[src/rtl/dilithium_job_arbiter.sv]
// ---------------------------------------------------------------------------
// dilithium_job_arbiter
//   Shares one Dilithium core (plus its stream adapter) between NUM_REQ job
//   masters. Checks each request for a legal mode/security level, grants the
//   requesters round-robin, pulses core_start, and connects the 64-bit input
//   and output streams to the current owner only. The core is released on the
//   final output handshake.
//
// Ports
//   clk, rst               clock, asynchronous active-high reset
//   req/req_mode/req_sec_lvl  per-requester job request (level) and job params
//   gnt, err               one-hot ownership; 1-cycle pulse on illegal request
//   s_valid/s_ready/s_data requester -> core input streams
//   m_valid/m_ready        core -> requester output handshake (per requester)
//   m_data, m_last         shared output data / final-beat flag
//   core_start/mode/sec_lvl  registered job launch to the core
//   core_valid_i/ready_i/data_i  input stream toward the core
//   core_valid_o/ready_o/data_o/last  output stream from the core
//   busy, job_cycles       activity flag; START..final-beat length of last job
// ---------------------------------------------------------------------------
module dilithium_job_arbiter #(
    parameter int NUM_REQ = 2,
    parameter int CNT_W   = 32
) (
    input  logic                    clk,
    input  logic                    rst,
    input  logic [NUM_REQ-1:0]      req,
    input  logic [2*NUM_REQ-1:0]    req_mode,
    input  logic [3*NUM_REQ-1:0]    req_sec_lvl,
    output logic [NUM_REQ-1:0]      gnt,
    output logic [NUM_REQ-1:0]      err,
    input  logic [NUM_REQ-1:0]      s_valid,
    output logic [NUM_REQ-1:0]      s_ready,
    input  logic [64*NUM_REQ-1:0]   s_data,
    output logic [NUM_REQ-1:0]      m_valid,
    input  logic [NUM_REQ-1:0]      m_ready,
    output logic [63:0]             m_data,
    output logic                    m_last,
    output logic                    core_start,
    output logic [1:0]              core_mode,
    output logic [2:0]              core_sec_lvl,
    output logic                    core_valid_i,
    input  logic                    core_ready_i,
    output logic [63:0]             core_data_i,
    input  logic                    core_valid_o,
    output logic                    core_ready_o,
    input  logic [63:0]             core_data_o,
    input  logic                    core_last,
    output logic                    busy,
    output logic [CNT_W-1:0]        job_cycles
);

    localparam int PTR_W = (NUM_REQ > 1) ? $clog2(NUM_REQ) : 1;

    typedef enum logic [1:0] {IDLE, START, BUSY} state_e;

    state_e             state_q;
    logic [PTR_W-1:0]   rr_ptr_q, owner_q;
    logic [NUM_REQ-1:0] gnt_q, err_q;
    logic               core_start_q;
    logic [1:0]         core_mode_q;
    logic [2:0]         core_sec_q;
    logic [CNT_W-1:0]   cnt_q, job_cycles_q;

    logic               cand_found;
    logic [PTR_W-1:0]   cand_idx;
    logic [1:0]         cand_mode;
    logic [2:0]         cand_sec;
    logic               cand_legal;
    logic [NUM_REQ-1:0] cand_oh;
    logic               done;

    function automatic logic [PTR_W-1:0] inc_ptr(input logic [PTR_W-1:0] p);
        if (int'(p) == NUM_REQ - 1) return '0;
        return p + 1'b1;
    endfunction

    // First requester at or after rr_ptr (wrapping) wins the selection.
    always_comb begin
        int idx;
        idx        = 0;
        cand_found = 1'b0;
        cand_idx   = '0;
        cand_mode  = '0;
        cand_sec   = '0;
        for (int k = 0; k < NUM_REQ; k++) begin
            idx = int'(rr_ptr_q) + k;
            if (idx >= NUM_REQ) idx = idx - NUM_REQ;
            if (!cand_found && req[idx]) begin
                cand_found = 1'b1;
                cand_idx   = PTR_W'(idx);
                cand_mode  = req_mode[2*idx +: 2];
                cand_sec   = req_sec_lvl[3*idx +: 3];
            end
        end
        cand_legal = (cand_mode != 2'd3) &&
                     (cand_sec == 3'd2 || cand_sec == 3'd3 || cand_sec == 3'd5);
        cand_oh    = NUM_REQ'(1) << cand_idx;
    end

    // Stream routing is combinational and only open in BUSY, so START and
    // reset both force every handshake signal low.
    always_comb begin
        core_valid_i = 1'b0;
        core_data_i  = '0;
        core_ready_o = 1'b0;
        s_ready      = '0;
        m_valid      = '0;
        m_data       = '0;
        m_last       = 1'b0;
        if (state_q == BUSY) begin
            core_valid_i     = s_valid[owner_q];
            core_data_i      = s_data[64*int'(owner_q) +: 64];
            s_ready[owner_q] = core_ready_i;
            m_valid[owner_q] = core_valid_o;
            m_data           = core_data_o;
            m_last           = core_last;
            core_ready_o     = m_ready[owner_q];
        end
    end

    assign done = (state_q == BUSY) && core_valid_o && m_ready[owner_q] && core_last;

    always_ff @(posedge clk or posedge rst) begin
        if (rst) begin
            state_q      <= IDLE;
            rr_ptr_q     <= '0;
            owner_q      <= '0;
            gnt_q        <= '0;
            err_q        <= '0;
            core_start_q <= 1'b0;
            core_mode_q  <= '0;
            core_sec_q   <= '0;
            cnt_q        <= '0;
            job_cycles_q <= '0;
        end else begin
            err_q        <= '0;
            core_start_q <= 1'b0;
            case (state_q)
                IDLE: begin
                    if (cand_found) begin
                        if (cand_legal) begin
                            owner_q      <= cand_idx;
                            core_mode_q  <= cand_mode;
                            core_sec_q   <= cand_sec;
                            gnt_q        <= cand_oh;
                            core_start_q <= 1'b1;
                            state_q      <= START;
                        end else begin
                            // Skip past the offender so others get a turn.
                            err_q    <= cand_oh;
                            rr_ptr_q <= inc_ptr(cand_idx);
                        end
                    end
                end
                START: begin
                    cnt_q   <= CNT_W'(1);
                    state_q <= BUSY;
                end
                BUSY: begin
                    if (cnt_q != '1) cnt_q <= cnt_q + 1'b1;
                    if (done) begin
                        // Count includes the final-beat cycle itself.
                        job_cycles_q <= (cnt_q == '1) ? cnt_q : cnt_q + 1'b1;
                        gnt_q        <= '0;
                        rr_ptr_q     <= inc_ptr(owner_q);
                        state_q      <= IDLE;
                    end
                end
                default: state_q <= IDLE;
            endcase
        end
    end

    assign gnt          = gnt_q;
    assign err          = err_q;
    assign core_start   = core_start_q;
    assign core_mode    = core_mode_q;
    assign core_sec_lvl = core_sec_q;
    assign busy         = (state_q != IDLE);
    assign job_cycles   = job_cycles_q;

endmodule

[config.mk]
export PLATFORM = sky130hd
export DESIGN_NAME = dilithium_job_arbiter
export DESIGN_NICKNAME = d
export VERILOG_FILES = /design/src/rtl/dilithium_job_arbiter.sv
export SDC_FILE = /design/constraint.sdc
export NUM_CORES = 1
export LEC_CHECK = 0
export BUFFER_PORTS_ARGS = -buffer_cell sky130_fd_sc_hd__buf_2
export CAP_MARGIN = 40
export CORE_AREA = 3 3 153 155
export DETAILED_ROUTE_END_ITERATION = 7
export DIE_AREA = 0 0 156 158
export GPL_TIMING_DRIVEN = 0
export HOLD_SLACK_MARGIN = 0.08
export PLACE_DENSITY = 0.61
export SYNTH_ARGS = -nofsm -noshare
export SYNTH_HDL_FRONTEND = slang
export SYNTH_SLANG_ARGS = --single-unit
[constraint.sdc]
create_clock -name clk -period 3.3 [get_ports clk]
set_clock_uncertainty 0.15 [all_clocks]
set_input_delay 0.66 -clock clk [delete_from_list [all_inputs] [get_ports clk]]
set_output_delay 0.66 -clock clk [all_outputs]
set_load 0.01 [all_outputs]
### Yosys cells after proc, flatten, opt, wreduce, memory -nomap -nowiden

Cells that the tools add are included.

* register bits after elaboration: 78
* latch bits: 0
* RAM bits: 0
* memory bits (read-only): 0
* output and inout port bits: 178
* logic and storage cells: 124
* memories kept: 0

* $add $sub $neg: 6
* multipliers: 2
* div/mod/pow operators: 0
* order comparisons: 6
* equality and inequality tests: 13
* shift-type cells: 6
* multiplexer cells: 60
* bitwise logic cells: 2
* reductions and logical operators: 19

Operators by type and width (count)
* $mux 32: 4
* $mux 64: 2
* $shiftx 128x8->64: 1
* $lt 32x3->1 const B: 2
* $mul 3x32->32 const A: 2
* $pmux 32 s2: 1
* $shiftx 4x32->2: 2
* $shiftx 6x32->3: 2
* $mux 1: 35
* $add 32x1->32 const B: 1
* $eq 32x32->1 const B: 1
* $ne 32x32->1 const B: 1
* $mux 2: 12
* $ne 2x2->1 const B: 5
* $reduce_and 4->1: 2
* $eq 3x2->1 const B: 2
* $logic_and 1x1->1: 6
* $mux 3: 2
* $pmux 2 s3: 1
* $reduce_and 3->1: 2
* $reduce_bool 2->1: 3
* $and 2x2->2: 2
* $pmux 2 s2: 1
* $reduce_and 2->1: 2
* 18 further kinds: 20

### Depth between registers and ports, before layout

* depth in word-level cells: 20
* depth in mapped cells: 9
* gate-level depth less buffers: 6

### Worst setup path after synthesis

No wires, ideal clock.

* path kind: input port to flip-flop
* start: input req[1]
* end: register core_mode_q[0] (netlist: core_mode[0])
* setup time: 0.125 ns
* arrival time: 2.357 ns
* data required time: 3.025 ns
* path slack: 0.669 ns
* stages on the path: 7
* buffers on the path: 2
* cells stage by stage: clkbuf_1 > a21boi_0 > a32oi_1 > a22o_1 > nor3_1 > buf_2 > mux2_2

* longest elaborated chain between the ends: 12
* elaborated cells on any way between the ends: 22
* those cells by class: eq/ne (4); mux (12); reduce/logical (6)

RTL lines
* start: declaration: RTL line 27 `input logic [NUM_REQ-1:0] req,`
* $mux 1 (not written as such) (3 in series): RTL line 89 `if (!cand_found && req[idx]) begin`
* $mux 1: RTL line 89
* $logic_not 1->1: RTL line 89
* $logic_and 1x1->1: RTL line 89
* $mux 3: RTL line 89
* $eq 3x2->1: RTL line 97 `(cand_sec == 3'd2 || cand_sec == 3'd3 || cand_sec == 3'd5);`
* $logic_or 1x1->1 (2 in series): RTL line 97
* $logic_and 1x1->1: RTL line 96 `cand_legal = (cand_mode != 2'd3) &&`
* $reduce_and 3->1 (no source line)
* end signal: assignment: RTL line 144 `core_mode_q <= cand_mode;`
* end: declaration: RTL line 61 `logic [1:0] core_mode_q;`

Parallel ways exist; a longest one is shown, timed or not. The select of a mux whose other input is x is not followed.
A chain may end at the register's enable or synchronous reset.

### Worst setup path after layout

* start: register state_q[0]
* end: output m_valid[1]

* longest elaborated chain between the ends: 2

RTL lines
* start: declaration: RTL line 57 `state_e state_q;`
* start signal: assignment: RTL line 126 `state_q <= IDLE;`
* start signal: assignment: RTL line 148 `state_q <= START;`
* start signal: assignment: RTL line 158 `state_q <= BUSY;`
* $eq 2x2->1: RTL line 111 `if (state_q == BUSY) begin`
* $mux 2: RTL line 111
* end: declaration: RTL line 35 `output logic [NUM_REQ-1:0] m_valid,`

Every way passes these cells.

==> results.py <==
metrics = {
    "worst_setup_path": {
        "r2r_slack_ps": 200,
        "worstPathRequired_ps": 2490,
        "worst-path-buf-inv": 3,
        "path_class": "flop to output pin",
        "path_cells": "nor2b_4, buf_2, clkbuf_2, and3_1, buf_2",
        "slowest_stage": "dfrtp_1",
        "cp-start-kind": "flop",
        "startpoint": "state_q[0]$_DFFE_PP0P_",
        "critPathMaxFanout": 10,
        "arrival_ps": 2360,
        "r2r-start": "cnt_q[0]$_DFFE_PP0P_",
        "cp.depth": 5,
        "r2r_cells": 8,
        "end_kind": "output pin",
        "crit_family": "buffers and inverters",
        "path_common_cell": "buf_2",
        "slowest_delay_ps": 520,
    },
    "yosys": {
        "syn_nets": 849,
        "synth.distinct_cells": 55,
        "synth-seq-area-share": 0.359,
        "synth_edf_count": 0,
        "ys_seq_elements": 78,
        "ys_top_cells_by_area": "dfrtp_1, mux2i_1, and2_1",
        "synth_common_cells": "nor2_1, dfrtp_1, mux2i_1",
        "synthMostInstantiatedCell": "nor2_1",
        "synthArstFlopShare": 1.00,
        "syn_area_sq_um": 5430,
        "syn_area_per_cell_sq_um": 8.55,
        "yosysTopAreaCell": "dfrtp_1",
        "synth-warning-count": 0,
        "synth_ff_type": "dfrtp_1",
        "syn-instance-count": 635,
        "netlist.area_leader.share": 0.359,
    },
    "run_status": {
        "status": "finished, final reports clean",
    },
    "sta": {
        "tightest_slew_ps": 905,
        "fmax_ghz": 0.316,
        "setup_viol": 0,
        "hold_viol": 0,
        "period_minus_slack_ps": 3170,
        "maxSlewViolCount": 0,
        "min_period_over_period": 0.960,
        "grt_setup_unrepaired": "false",
        "finalSetupTns_ps": 0,
        "max_slew_margin": 0.397,
        "holdWs_ps": 100,
    },
    "cts": {
        "cts.sinks": 78,
        "cts_tree": "built",
        "cts_buffers": 9,
        "cts-root-buf": "clkbuf_16",
        "cts_buffer_depth": 2,
        "ctsHoldBuffers": 0,
        "clk_latency_ps": 340,
        "clk_pin_slew_ps": 60,
        "htree_num_levels": 3,
    },
    "place": {
        "place_congestion": 0.813,
        "dp_hpwl_microns": 18500,
        "portBuffers": 389,
    },
    "global_routing": {
        "antenna_found_initial": 1,
        "grt_start_max_net_pins": 65,
        "grt_pass1_wl_microns": 33400,
        "grt_pass1_vias": 5752,
        "gr-total-overflow": 0,
        "grtUsageTotal": 0.173,
    },
    "power": {
        "leakage_nw": 4.30,
        "max-vdd-ir-drop_mv": 0.328,
        "p_per_area_nw_per_um2": 748,
    },
    "die": {
        "die_h_microns": 158,
        "core_sq_um": 22000,
        "fp-row-count": 54,
        "die_w_microns": 156,
        "pin_count": 391,
        "die_area_sq_um": 24600,
        "start_util": 0.247,
    },
    "layout": {
        "drive_gt1_frac": 0.430,
        "antenna_cells_inserted": 0,
        "nNetsFinal": 1251,
        "syn2layout_area_growth_pct": 49.3,
    },
    "run": {
        "maxCapViolCount": 0,
    },
    "detailed_routing": {
        "first_pass_iters": 5,
        "vias": 6181,
        "drc": 0,
        "routedWlPerCell_microns": 17.5,
        "drt_iter0_drc": 353,
        "postRouteAntennaNets": 0,
        "drt-vias-per-instance": 4.68,
        "wl_microns": 23100,
    },
    "min_path": {
        "holdCritPathClass": "input pin to async pin",
    },
}
layout by cell type, fill, tap and decap left out, types with 19 or more instances in the layout:
cell / Yosys / final
a21oi_1: 38 / 38
a31oi_1: 19 / 19
and2_1: 68 / 68
and3_1: 22 / 22
buf_2: 8 / 402
clkbuf_1: 26 / 21
dfrtp_1: 78 / 78
mux2i_1: 76 / 76
nand2_1: 37 / 37
nor2_1: 101 / 101
state kept, by name, summed over array words and instances, names as in the netlist:
name / cells
core_start: 1
job_cycles: 32
gnt: 2
core_mode: 2
rr_ptr_q: 1
owner_q: 1
err: 2
core_sec_lvl: 3
cnt_q: 32
state_q: 2
per-layer routing:
layer	vias to the layer above	share of wire	GRT usage
met1	2897	0.45	0.256
met2	233	0.48	0.263
li1	3037	-	-
met4	0	0.011	0.0370
met3	14	0.062	0.0328
met5	-	0	0
cell families after synthesis:
family | after synthesis | synth area share
AND/OR/NAND/NOR | 294 | 0.276
AO/OA/AOI/OAI | 99 | 0.123
multiplexers | 80 | 0.148
flip-flops | 78 | 0.359
buffers and inverters | 55 | 0.0454
XOR/XNOR | 28 | 0.0452
adder cells (fa/ha/maj) | 1 | 0.00230
worst paths after layout:
| check | end |
|---|---|
| worst min-delay path | core_start$_DFF_PP0_ |
| max in group asynchronous | cnt_q[2]$_DFFE_PP0P_ |
| min in group clk | job_cycles[0]$_DFFE_PP0P_ |
| worst max register to register | job_cycles[23]$_DFFE_PP0P_ |
| worst min register to register | job_cycles[0]$_DFFE_PP0P_ |
| worst max-delay path | m_valid[1] |
report_power, final:
| part | internal, mW | switching (mW) | leakage, nW |
|---|---|---|---|
| registers | 1.24 | 0.173 | 1.01 |
| clock network | 0.669 | 0.421 | 0.153 |
| logic | 1.44 | 2.13 | 3.14 |
| total | 3.34 | 2.72 | 4.30 |
what timing repair did:
item	in CTS	in global routing
setup endpoints to repair	128	51
buffers inserted	0	0
resized for setup	9	10
gates cloned	0	0
layout make-up:
class / count / area (sq um)
buffer: 48 / 238
clock buffer: 10 / 229
clock inverter: 6 / 93.8
fill: 2320 / 13800
inverter: 7 / 28.8
multi-input combinational: 502 / 3240
sequential: 78 / 1950
tap: 280 / 350
timing repair buffer: 391 / 1980
per-stage QoR:
stage	instance area [sq um]	util	worst slack, ps	power [mW]	instances
2_1_floorplan	5430	-	495	3.47	635
3_3_place_gp	7730	0.352	-631	4.94	1304
3_5_place_dp	7760	0.354	-303	4.99	1306
4_1_cts	8100	0.369	23.6	6.11	1322
5_1_grt	8110	0.369	8.85	6.50	1322
6_report	8110	0.369	132	6.07	1322
Power figures use the tool's default switching activity.
